### src/rtl/regfile_sb.sv
// ---------------------------------------------------------------------------
// regfile_sb
//
// Register file with a busy-bit scoreboard for the CPU datapath.
// It holds WIDTH x DEPTH storage, two combinational read ports, one write
// port and one reservation port. The reservation port marks a destination
// register busy between issue and writeback. Register 0 is hardwired to
// zero and is never busy.
//
// Parameters
//   WIDTH   data bits per register
//   DEPTH   number of registers (power of two, >= 2)
//
// Ports
//   clk           rising-edge clock for all state
//   rst           synchronous, active-high reset of data, busy bits and
//                 status outputs
//   SrcReg1/2     read addresses
//   SrcData1/2    combinational read data
//   Busy1/2       combinational busy bit of the read addresses
//   WriteReg      write enable; clears the busy bit of DstReg
//   DstReg        write address
//   DstData       write data
//   ResvReg       reservation enable; sets the busy bit of ResvAddr
//   ResvAddr      register to reserve
//   PendingCount  registered number of busy registers after the last edge
//   ResvConflict  registered; high for one cycle after a reservation found
//                 its register already busy
//
// Build option
//   REGFILE_BYPASS_EN  When defined, a write in progress forwards DstData
//                      to a read port that addresses the same register, and
//                      that port reports not-busy in the same cycle. When it
//                      is undefined, reads return stored state only.
//                      Sequential behaviour is the same in both builds.
// ---------------------------------------------------------------------------
module regfile_sb #(
   parameter int WIDTH = 16,
   parameter int DEPTH = 16
) (
   input  logic                       clk,
   input  logic                       rst,
   input  logic [$clog2(DEPTH)-1:0]   SrcReg1,
   input  logic [$clog2(DEPTH)-1:0]   SrcReg2,
   output logic [WIDTH-1:0]           SrcData1,
   output logic [WIDTH-1:0]           SrcData2,
   output logic                       Busy1,
   output logic                       Busy2,
   input  logic                       WriteReg,
   input  logic [$clog2(DEPTH)-1:0]   DstReg,
   input  logic [WIDTH-1:0]           DstData,
   input  logic                       ResvReg,
   input  logic [$clog2(DEPTH)-1:0]   ResvAddr,
   output logic [$clog2(DEPTH):0]     PendingCount,
   output logic                       ResvConflict
);

   localparam int ADDR_W = $clog2(DEPTH);

   logic [WIDTH-1:0]  data [DEPTH];
   logic [DEPTH-1:0]  busy;

   logic              wr_en;
   logic              resv_en;
   logic [DEPTH-1:0]  busy_nxt;
   logic              conflict_nxt;
   logic [ADDR_W:0]   pending_nxt;

   // Number of set bits in a busy vector.
   function automatic logic [ADDR_W:0] popcount(input logic [DEPTH-1:0] v);
      logic [ADDR_W:0] cnt;
      cnt = '0;
      for (int i = 0; i < DEPTH; i++) begin
         cnt = cnt + (ADDR_W+1)'(v[i]);
      end
      return cnt;
   endfunction

   // Anything addressed at register 0 is dropped here, so nothing below
   // needs its own special case for it.
   assign wr_en   = WriteReg && (DstReg   != '0);
   assign resv_en = ResvReg  && (ResvAddr != '0);

   // Next busy vector. The reservation is applied after the write, so a
   // same-cycle write and reservation of one register leaves it busy: the
   // newly issued producer owns the register.
   always_comb begin
      busy_nxt = busy;
      if (wr_en) begin
         busy_nxt[DstReg] = 1'b0;
      end
      if (resv_en) begin
         busy_nxt[ResvAddr] = 1'b1;
      end
      busy_nxt[0] = 1'b0;
   end

   // A conflict is a reservation of a register that is still busy after
   // this edge's writeback. A write retiring the old producer in the same
   // cycle clears the way, so that case is not a conflict.
   always_comb begin
      conflict_nxt = 1'b0;
      if (resv_en && busy[ResvAddr] && !(wr_en && (DstReg == ResvAddr))) begin
         conflict_nxt = 1'b1;
      end
   end

   assign pending_nxt = popcount(busy_nxt);

   // State update; reset dominates every other input.
   always_ff @(posedge clk) begin
      if (rst) begin
         for (int i = 0; i < DEPTH; i++) begin
            data[i] <= '0;
         end
         busy         <= '0;
         PendingCount <= '0;
         ResvConflict <= 1'b0;
      end else begin
         if (wr_en) begin
            data[DstReg] <= DstData;
         end
         busy         <= busy_nxt;
         PendingCount <= pending_nxt;
         ResvConflict <= conflict_nxt;
      end
   end

   // Read ports. Register 0 is forced to zero here rather than relying on
   // its storage, which keeps it zero regardless of what the array holds.
`ifdef REGFILE_BYPASS_EN
   always_comb begin
      SrcData1 = (SrcReg1 == '0) ? '0 : data[SrcReg1];
      Busy1    = busy[SrcReg1];
      if (wr_en && (SrcReg1 == DstReg)) begin
         SrcData1 = DstData;
         Busy1    = 1'b0;
      end
   end

   always_comb begin
      SrcData2 = (SrcReg2 == '0) ? '0 : data[SrcReg2];
      Busy2    = busy[SrcReg2];
      if (wr_en && (SrcReg2 == DstReg)) begin
         SrcData2 = DstData;
         Busy2    = 1'b0;
      end
   end
`else
   always_comb begin
      SrcData1 = (SrcReg1 == '0) ? '0 : data[SrcReg1];
      Busy1    = busy[SrcReg1];
   end

   always_comb begin
      SrcData2 = (SrcReg2 == '0) ? '0 : data[SrcReg2];
      Busy2    = busy[SrcReg2];
   end
`endif

endmodule

### config.mk
export PLATFORM = sky130hd
export DESIGN_NAME = regfile_sb
export DESIGN_NICKNAME = d
export VERILOG_FILES = /design/src/rtl/regfile_sb.sv
export SDC_FILE = /design/constraint.sdc
export NUM_CORES = 1
export LEC_CHECK = 0
export ABC_AREA = 1
export CAP_MARGIN = 20
export CORE_ASPECT_RATIO = 0.7
export CORE_MARGIN = 8
export CORE_UTILIZATION = 35
export DETAILED_ROUTE_END_ITERATION = 16
export HOLD_SLACK_MARGIN = 0.12
export PLACE_DENSITY_LB_ADDON = 0.12
export SLEW_MARGIN = 10
export SYNTH_ARGS = -nofsm -noshare
export SYNTH_HDL_FRONTEND = slang
export SYNTH_SLANG_ARGS = --single-unit
### constraint.sdc
create_clock -name clk -period 9.5 [get_ports clk]
set_input_delay 0.95 -clock clk [delete_from_list [all_inputs] [get_ports clk]]
set_output_delay 0.95 -clock clk [all_outputs]
set_load 0.01 [all_outputs]
==> results.sh, run 1 <==
export IMPL_outcome="complete, no violations"
export IMPL_cts_max_level=2
export IMPL_cp_data_required_time_ns=9.96
export IMPL_rr_endpoint="PendingCount[1]"
export IMPL_antenna_found_initial=1
export IMPL_drt_total_wl_um=62100
export IMPL_setup_slack_ns=4.13
export IMPL_via_per_inst=5.23
export IMPL_yosysUniqueCellTypes=36
export IMPL_peakVddDrop_v=0.000108
export IMPL_hold_buffers=0
export IMPL_routedWlPerCell_um=21.9
export IMPL_slowest_delay_ns=0.62
export IMPL_grt_util_met2_pct=34.5
export IMPL_p_per_area_mw_per_mm2=173
export IMPL_die_x_um=274
export IMPL_grt_overflow_total=0
export IMPL_setup_viol=0
export IMPL_grt_max_degree=72
export IMPL_clock_latency_ns=0.53
export IMPL_cts_buffers=34
export IMPL_arrival_ns=5.83
export IMPL_slew_headroom_pct=27.7
export IMPL_mostFrequentLayoutCell="nand2_1"
export IMPL_drtIter0Drc=1738
export IMPL_post_cts_buffers=0
export IMPL_slew_violations=0
export IMPL_ant_nets=0
export IMPL_route_detailed_drc=0
export IMPL_rsz0062_at_grt="no"
export IMPL_yosysTopAreaCellShare_pct=47.0
export IMPL_finalCriticalPeriod_ns=5.37
export IMPL_drive_gt1_share_pct=4.85
export IMPL_hold_viol=0
export IMPL_tns_ns=0
export IMPL_synth_area_mm2=0.0164
export IMPL_globalRoute_busiestLayer="met2"
export IMPL_p_leak_nw=8.30
export IMPL_drt_pass1_iter_count=6
export IMPL_vias=14800
export IMPL_start_util_pct=35.3
export IMPL_mostFrequentLayoutCells="890 x nand2_1, 259 x nor2_1, 256 x edfxtp_1"
export IMPL_dieArea_mm2=0.0540
export IMPL_critical_path_buf_inv_count=7
export IMPL_grtUsageTotal_pct=22.7
export IMPL_io_buffer_count=74
export IMPL_slowest_stage="clkdlybuf4s50_1"
export IMPL_worstPathCellList="clkdlybuf4s50_1 -> inv_1 -> nor2_2 -> nand3_1 -> nand2_1 -> nand2_1 -> fa_1 -> inv_1 -> fa_1 -> inv_1 -> fa_1 -> inv_1 -> fa_1 -> inv_1 -> fa_1 -> inv_1 -> fa_1 -> nor2_1"
export IMPL_post_route_period_util_pct=56.6
export IMPL_ff2ff_path_depth=14
export IMPL_dp_slack_ns=3.60
export IMPL_drv_cap=0
export IMPL_synth_area_per_cell_um2=7.47
export IMPL_n_antenna_cell=0
export IMPL_grt_pass1_vias=14300
export IMPL_worstHoldStart="busy[10]"
export IMPL_hold_end="busy[10]"
export IMPL_yosys_area_top_type="edfxtp_1"
export IMPL_hpwl_um=40000
export IMPL_critical_path_top_delay_family="adder cells"
export IMPL_placed_cells=2776
export IMPL_fin_util_pct=40.0
export IMPL_met1_usage_pct=32.7
export IMPL_cts_tree="done"
export IMPL_ys_seq_area_share_pct=49.5
export IMPL_worst_slew_pin_slew_ns=1.08
export IMPL_r2r_start="busy[6]"
export IMPL_placed_area_mm2=0.0174
export IMPL_fin_area_mm2=0.0185
export IMPL_fin_nets=2250
export IMPL_fin_cells=2839
export IMPL_cts_buffer_depth=3
export IMPL_num_rows=66
export IMPL_postCtsResizedCells=0
export IMPL_synthCells=2190
export IMPL_r2r_setup_slack_ns=5.57
export IMPL_worst_hold_path_type="reg -> reg"
export IMPL_gp_congestion=0.917
export IMPL_min_path_cells=2
export IMPL_critPathMaxFanout=8
export IMPL_ioPinCount=76
export IMPL_cts_sinks=276
export IMPL_die_y_um=197
export IMPL_fmaxAchievable_mhz=186
export IMPL_synth_area_leaders="edfxtp_1 47%, nand2_1 20%, nand3_1 7.2%"
export IMPL_grt_pass1_wl_um=92200
export IMPL_path_class="in -> reg"
export IMPL_fin_worst_skew_ns=0.00458
export IMPL_root_buffer="clkbuf_16"
export IMPL_yosysWarnings=0
export IMPL_crit_path_start_kind="primary input"
export IMPL_end_kind="register"
export IMPL_use_met3_pct=4.21
export IMPL_area_growth_syn_to_layout_pct=13.4
export IMPL_core_area_mm2=0.0463
export IMPL_clk_pin_slew_ns=0.06
export IMPL_synth_seq_cells=276
## worst max path at each step
stage | start | to | slack (ns) | cells after the start
2_1_floorplan | DstReg[3] | PendingCount[1] | 4.42 | 17
3_3_place_gp | DstReg[2] | PendingCount[1] | 3.58 | 18
3_5_place_dp | DstReg[2] | PendingCount[1] | 3.60 | 18
4_1_cts | DstReg[2] | PendingCount[1] | 4.14 | 18
5_1_grt | DstReg[2] | PendingCount[1] | 3.89 | 18
6_report | DstReg[2] | PendingCount[1] | 4.13 | 18
## power by group
part	leakage (nW)	total, W	internal [W]	switching [W]
sequential	2.61	0.00143	0.00140	0.0000278
clock	0.531	0.00128	0.000749	0.000535
combinational	5.16	0.000503	0.000150	0.000354
## sequential cells by signal, indices dropped and copies added, names as in the netlist
| name | flops |
|---|---|
| busy | 15 |
| ResvConflict | 1 |
| data | 256 |
| PendingCount | 4 |
## per-layer routing
| metal | share of wire [%] | up-vias | wire, µm |
|---|---|---|---|
| met5 | 0 | - | 0 |
| met4 | 2.8 | 0 | 1720 |
| met3 | 9.2 | 121 | 5730 |
| met2 | 43 | 761 | 26700 |
| met1 | 45 | 7005 | 27900 |
| li1 | - | 6955 | - |
## Yosys cell counts, drive strengths merged
cell and instances:
xor2 3, nor2 273, edfxtp 256, o211ai 3
o31ai 1, conb 1, dfxtp 20, ha 2
a32oi 1, nand2 891, nand3 245, xnor2 2
nand4 22, a211oi 1, clkinv 3, and2 1
inv 216, nor4 2, a22oi 3, o21ai 9
a21oi 84, buf 70, fa 10, nor3 1
nand3b 2, clkbuf 68
## worst register-to-register path, stage by stage, from the launching register on
cell     delay, ns
dfxtp_1       0.37
nand2_1       0.11
nand2_1       0.08
fa_1          0.55
inv_1         0.07
fa_1          0.53
inv_1         0.05
fa_1          0.47
inv_1         0.05
fa_1          0.50
inv_1         0.06
fa_1          0.45
inv_1         0.09
fa_1          0.40
nor2_1        0.10
## cells by family after synthesis
logic type,Yosys count,share of synthesized area (%)
AOI/OAI and AO/OA,102,3.29
other,1,0.0229
DFF,276,49.5
adders and majority gates,12,1.38
xor gates and xnor gates,5,0.268
buffers and inverters,357,9.09
and+or+nand+nor,1437,36.5
## cell type report
cell class / count / area, µm²
Tap cell: 612 / 766
Clock inverter: 15 / 91.3
Timing Repair Buffer: 98 / 913
Sequential cell: 276 / 8090
Clock buffer: 46 / 980
Multi-Input combinational cell: 1573 / 6880
Inverter: 219 / 825
Fill cell: 4741 / 27800
## per-stage QoR
stage                     total power (W)  hold slack [ns]
after detailed placement          0.00195            0.492
after global placement            0.00195            0.504
after CTS                         0.00323            0.503
after floorplan                   0.00174            0.462
after global routing              0.00334            0.551
final                             0.00321            0.503
No activity file was read; power rests on OpenSTA's default activity.
==> inputs of run 2 (changes only) <==
==> constraint.sdc (replaced) <==
create_clock -name clk -period 4.4 [get_ports clk]
set_input_delay 0.44 -clock clk [delete_from_list [all_inputs] [get_ports clk]]
set_output_delay 0.44 -clock clk [all_outputs]
set_load 0.01 [all_outputs]
==> results.sh, run 2 (synthesized netlist as in run 1, its figures left out) <==
export IMPL_drive_gt1_share_pct=7.39
export IMPL_cts_buffers=34
export IMPL_fin_worst_skew_ns=0.00432
export IMPL_grt_overflow_total=0
export IMPL_p_int_w=0.00495
export IMPL_grt_pass1_wl_um=94200
export IMPL_slew_violations=0
export IMPL_num_rows=66
export IMPL_die_x_um=274
export IMPL_hold_ws_ns=0.481
export IMPL_grtUsageTotal_pct=23.1
export IMPL_die_y_um=197
export IMPL_fmaxAchievable_mhz=240
export IMPL_comb_power_share_pct=16.5
export IMPL_p_leak_nw=8.63
export IMPL_clk_pin_slew_ns=0.06
export IMPL_end_kind="register"
export IMPL_p_sw_share_pct=28.7
export IMPL_dieArea_mm2=0.0540
export IMPL_peakVddDrop_v=0.000280
export IMPL_fin_area_mm2=0.0191
export IMPL_post_route_period_util_pct=94.6
export IMPL_drv_cap=0
export IMPL_finalCriticalPeriod_ns=4.16
export IMPL_root_buffer="clkbuf_16"
export IMPL_slowest_stage="fa_1"
export IMPL_power_switching_w=0.00199
export IMPL_hpwl_um=42800
export IMPL_fin_nets=2315
export IMPL_mostFrequentLayoutCell="nand2_1"
export IMPL_ioPinCount=76
export IMPL_gp_congestion=0.923
export IMPL_setup_viol=0
export IMPL_grt_max_degree=79
export IMPL_grt_pass1_vias=14600
export IMPL_cts_sinks=276
export IMPL_n_antenna_cell=0
export IMPL_worst_hold_path_type="in -> reg"
export IMPL_antenna_found_initial=1
export IMPL_worst_slew_pin_slew_ns=1.11
export IMPL_start_util_pct=35.3
export IMPL_drtIter0Drc=1620
export IMPL_p_per_area_mw_per_mm2=364
export IMPL_arrival_ns=4.62
export IMPL_drt_pass1_iter_count=6
export IMPL_path_class="in -> reg"
export IMPL_pwr_share_seq_pct=44.4
export IMPL_tns_ns=0
export IMPL_outcome="complete, no violations"
export IMPL_largest_register="data"
export IMPL_io_buffer_count=74
export IMPL_slew_headroom_pct=25.5
export IMPL_postCtsResizedCells=0
export IMPL_routedWlPerCell_um=21.9
export IMPL_cp_data_required_time_ns=4.86
export IMPL_cts_buffer_depth=3
export IMPL_core_area_mm2=0.0463
export IMPL_vias=15100
export IMPL_cts_tree="done"
export IMPL_reg_top3="data (256), busy (15), PendingCount (4)"
export IMPL_drt_total_wl_um=63400
export IMPL_hold_buffers=0
export IMPL_clockPowerShare_pct=39.0
export IMPL_largest_reg_flops=256
export IMPL_clock_latency_ns=0.52
export IMPL_post_cts_buffers=0
export IMPL_worstPathCellList="clkdlybuf4s50_1 -> inv_1 -> nor2_1 -> nand2_1 -> inv_1 -> nand2_1 -> nand2_1 -> fa_1 -> inv_1 -> fa_1 -> inv_1 -> fa_1 -> inv_1 -> fa_1 -> inv_1 -> fa_2 -> inv_1 -> fa_1 -> nor2_1"
export IMPL_crit_path_start_kind="primary input"
export IMPL_route_detailed_drc=0
export IMPL_rsz0062_at_grt="no"
export IMPL_slowest_delay_ns=0.54
export IMPL_crit_path_frequent_cell="inv_1"
export IMPL_cts_max_level=2
export IMPL_area_growth_syn_to_layout_pct=16.7
export IMPL_critPathMaxFanout=4
export IMPL_placed_area_mm2=0.0180
export IMPL_ant_nets=0
export IMPL_mostFrequentLayoutCells="890 x nand2_1, 260 x nor2_1, 256 x edfxtp_1"
export IMPL_hold_viol=0
export IMPL_via_per_inst=5.21
run 2: cell count changes in the layout (fill, tap and decap cells not counted), sizes merged:
| cell | change |
|---|---|
| clkdlybuf4s50 | -3 |
| buf | +66 |
| dlymetal6s2s | +2 |
| clkbuf | -4 |
| inv | +2 |
| clkinv | -4 |
| clkinvlp | +1 |
| bufinv | +1 |
run 2: power by group through the flow:
stage	sequential, W	combinational [W]	clock (W)
final	0.00308	0.00115	0.00271
after global routing	0.00310	0.00125	0.00284
after CTS	0.00308	0.00114	0.00274
after detailed placement	0.00314	0.00113	0
after global placement	0.00313	0.00113	0
after floorplan	0.00312	0.000635	0
run 2: worst paths after layout:
path / slack (ns) / startpoint / end / cells after the start
max: 0.24 / ResvAddr[1] / PendingCount[1] / 19
max reg2reg: 0.57 / busy[6] / PendingCount[1] / 14
min: 0.48 / rst / PendingCount[1] / 3
min reg2reg: 0.55 / busy[3] / busy[3] / 2
run 2: final cells by class:
class	count	area [µm²]
Timing Repair Buffer	163	1500
Multi-Input combinational cell	1573	6880
Fill cell	4721	27200
Inverter	219	826
Tap cell	612	766
Sequential cell	276	8090
Clock buffer	42	902
Clock inverter	15	119
run 2: metrics by stage:
stage / worst slack, ns / util [%] / total power (W) / cells
5_1_grt: 0.0174 / 41.2 / 0.00719 / 2900
4_1_cts: 0.124 / 41.2 / 0.00696 / 2900
3_5_place_dp: -0.409 / 38.9 / 0.00427 / 2843
2_1_floorplan: 0.0159 / - / 0.00375 / 2206
6_report: 0.239 / 41.2 / 0.00694 / 2900
3_3_place_gp: -0.409 / 38.9 / 0.00426 / 2842
run 2: worst max-delay path: cells and delay by family:
family	cells	cell delay [ns]
adders and majority gates	6	2.83
buffers and inverters	8	0.96
and+or+nand+nor	5	0.40
run 2: per-layer routing:
| layer | vias to the layer above | track usage (%) | wire (µm) |
|---|---|---|---|
| met4 | 2 | 6.97 | 1860 |
| met5 | - | 0 | 13 |
| met1 | 7206 | 33.3 | 29000 |
| met3 | 125 | 4.15 | 5200 |
| met2 | 698 | 35.3 | 27300 |
| li1 | 7070 | - | - |
==> inputs of run 3 (changes only) <==
--- a/config.mk
+++ b/config.mk
@@ -13,7 +13,7 @@
 export DETAILED_ROUTE_END_ITERATION = 16
 export HOLD_SLACK_MARGIN = 0.12
 export PLACE_DENSITY_LB_ADDON = 0.12
-export SLEW_MARGIN = 10
+export SLEW_MARGIN = 40
 export SYNTH_ARGS = -nofsm -noshare
 export SYNTH_HDL_FRONTEND = slang
 export SYNTH_SLANG_ARGS = --single-unit
==> results.sh, run 3 (synthesized netlist as in run 1, its figures left out) <==
export IMPL_hold_viol=0
export IMPL_area_growth_syn_to_layout_pct=17.2
export IMPL_cts_sinks=276
export IMPL_rsz0062_at_grt="no"
export IMPL_tns_ns=0
export IMPL_drtIter0Drc=1687
export IMPL_fin_worst_skew_ns=0.00235
export IMPL_vias=15100
export IMPL_cts_buffer_depth=3
export IMPL_drt_total_wl_um=63500
export IMPL_cp_data_required_time_ns=4.84
export IMPL_routedWlPerCell_um=21.9
export IMPL_gp_congestion=0.923
export IMPL_hold_buffers=0
export IMPL_grt_pass1_vias=14700
export IMPL_worstHoldStart="rst"
export IMPL_cts_buffers=34
export IMPL_cts_max_level=2
export IMPL_maxUsedRoutingLayer="met4"
export IMPL_via_per_inst=5.21
export IMPL_slew_violations=0
export IMPL_critPathMaxFanout=4
export IMPL_met2_length_um=27600
export IMPL_fmaxAchievable_mhz=240
export IMPL_grtUsageTotal_pct=23.3
export IMPL_placed_area_mm2=0.0181
export IMPL_drt_pass1_iter_count=7
export IMPL_power_switching_w=0.00201
export IMPL_slew_headroom_pct=43.1
export IMPL_wl_met1_um=28900
export IMPL_p_per_area_mw_per_mm2=365
export IMPL_largest_reg_flops=256
export IMPL_worst_hold_path_type="in -> reg"
export IMPL_dp_slack_ns=-0.427
export IMPL_r2r_start="busy[6]"
export IMPL_root_buffer="clkbuf_16"
export IMPL_io_buffer_count=74
export IMPL_drv_cap=0
export IMPL_core_area_mm2=0.0463
export IMPL_grt_pass1_wl_um=94700
export IMPL_crit_path_start="DstReg[0]"
export IMPL_crit_path_start_kind="primary input"
export IMPL_path_class="in -> reg"
export IMPL_die_x_um=274
export IMPL_num_rows=66
export IMPL_p_leak_nw=8.62
export IMPL_setup_viol=0
export IMPL_p_int_w=0.00498
export IMPL_fin_area_mm2=0.0192
export IMPL_clk_pin_slew_ns=0.05
export IMPL_nFillCells=4681
export IMPL_reg_top3="data (256), busy (15), PendingCount (4)"
export IMPL_hpwl_um=42700
export IMPL_peakVddDrop_v=0.000273
export IMPL_setup_slack_ns=0.229
export IMPL_post_route_period_util_pct=94.8
export IMPL_end_kind="register"
export IMPL_fin_nets=2316
export IMPL_comb_power_share_pct=16.4
export IMPL_largest_register="data"
export IMPL_clock_latency_ns=0.51
export IMPL_ant_nets=0
export IMPL_antenna_found_initial=0
export IMPL_route_detailed_drc=0
export IMPL_n_antenna_cell=0
export IMPL_grt_max_degree=79
export IMPL_cts_tree="done"
export IMPL_worst_slew_pin_slew_ns=0.853
export IMPL_clockPowerShare_pct=39.5
export IMPL_pwr_share_seq_pct=44.1
export IMPL_p_sw_share_pct=28.8
export IMPL_ioPinCount=76
export IMPL_drive_gt1_share_pct=8.55
export IMPL_start_util_pct=35.3
export IMPL_die_y_um=197
export IMPL_mostFrequentLayoutCells="879 x nand2_1, 260 x nor2_1, 256 x edfxtp_1"
export IMPL_met3_wirelength_um=5160
export IMPL_mostFrequentLayoutCell="nand2_1"
export IMPL_dieArea_mm2=0.0540
export IMPL_arrival_ns=4.62
export IMPL_grt_overflow_total=0
export IMPL_finalCriticalPeriod_ns=4.17
export IMPL_outcome="complete, no violations"
[run 3: changes by cell type in the layout (fill, tap and decap cells not counted), sizes merged]
cell / previous run / this run
buf: 94 / 95
clkdlybuf4s50: 67 / 68
clkinv: 15 / 14
clkinvlp: 1 / 5
dlymetal6s2s: 2 / 1
[run 3: cell type report]
cell class                      instances  area [µm²]  area share (%)
Clock buffer                           42         912            4.76
Clock inverter                         18         146           0.764
Inverter                              219         826            4.31
Multi-Input combinational cell       1573        6940            36.2
Sequential cell                       276        8090            42.2
Tap cell                              612         766            4.00
Timing Repair Buffer                  164        1490            7.78
[run 3: critical path: stages]
cell             delay [ns]
clkdlybuf4s50_1        0.42
buf_4                  0.17
nor2_4                 0.13
nand3_2                0.09
nand2_1                0.09
nand2_1                0.07
fa_1                   0.54
inv_1                  0.06
fa_1                   0.52
inv_1                  0.05
fa_1                   0.47
inv_1                  0.05
fa_1                   0.49
inv_1                  0.06
fa_2                   0.38
inv_1                  0.08
fa_1                   0.41
nor2_1                 0.10
[run 3: worst paths after layout]
check | slack, ns | endpoint | cells after the start
worst max-delay path | 0.23 | PendingCount[1] | 18
worst min-delay path | 0.49 | PendingCount[1] | 3
worst max register to register | 0.58 | PendingCount[1] | 14
worst min register to register | 0.54 | busy[3] | 2
[run 3: routing by layer]
metal  vias to the layer above  track usage (%)
met5                         -                0
met4                         0             7.14
met3                       128             3.98
met2                       669             35.7
met1                      7251             33.3
li1                       7079                -
[run 3: metrics by stage]
stage,std cells,total power (W),util (%),hold slack [ns]
2_1_floorplan,2206,0.00375,-,0.462
3_3_place_gp,2842,0.00426,38.9,0.535
3_5_place_dp,2843,0.00427,39.0,0.535
4_1_cts,2903,0.00702,41.3,0.495
5_1_grt,2904,0.00725,41.4,0.528
6_report,2904,0.00699,41.4,0.495
[run 3: timing repair]
item | CTS | global route
setup endpoints to repair | 0 | 2
gates resized for setup | 0 | 9
setup buffers | 0 | 1
[run 3: power by group through the flow]
stage	Combinational (W)	Sequential (W)	Clock, W
5_1_grt	0.00126	0.00310	0.00289
6_report	0.00115	0.00308	0.00276
2_1_floorplan	0.000635	0.00312	0
3_5_place_dp	0.00114	0.00314	0
4_1_cts	0.00114	0.00308	0.00280
3_3_place_gp	0.00113	0.00313	0
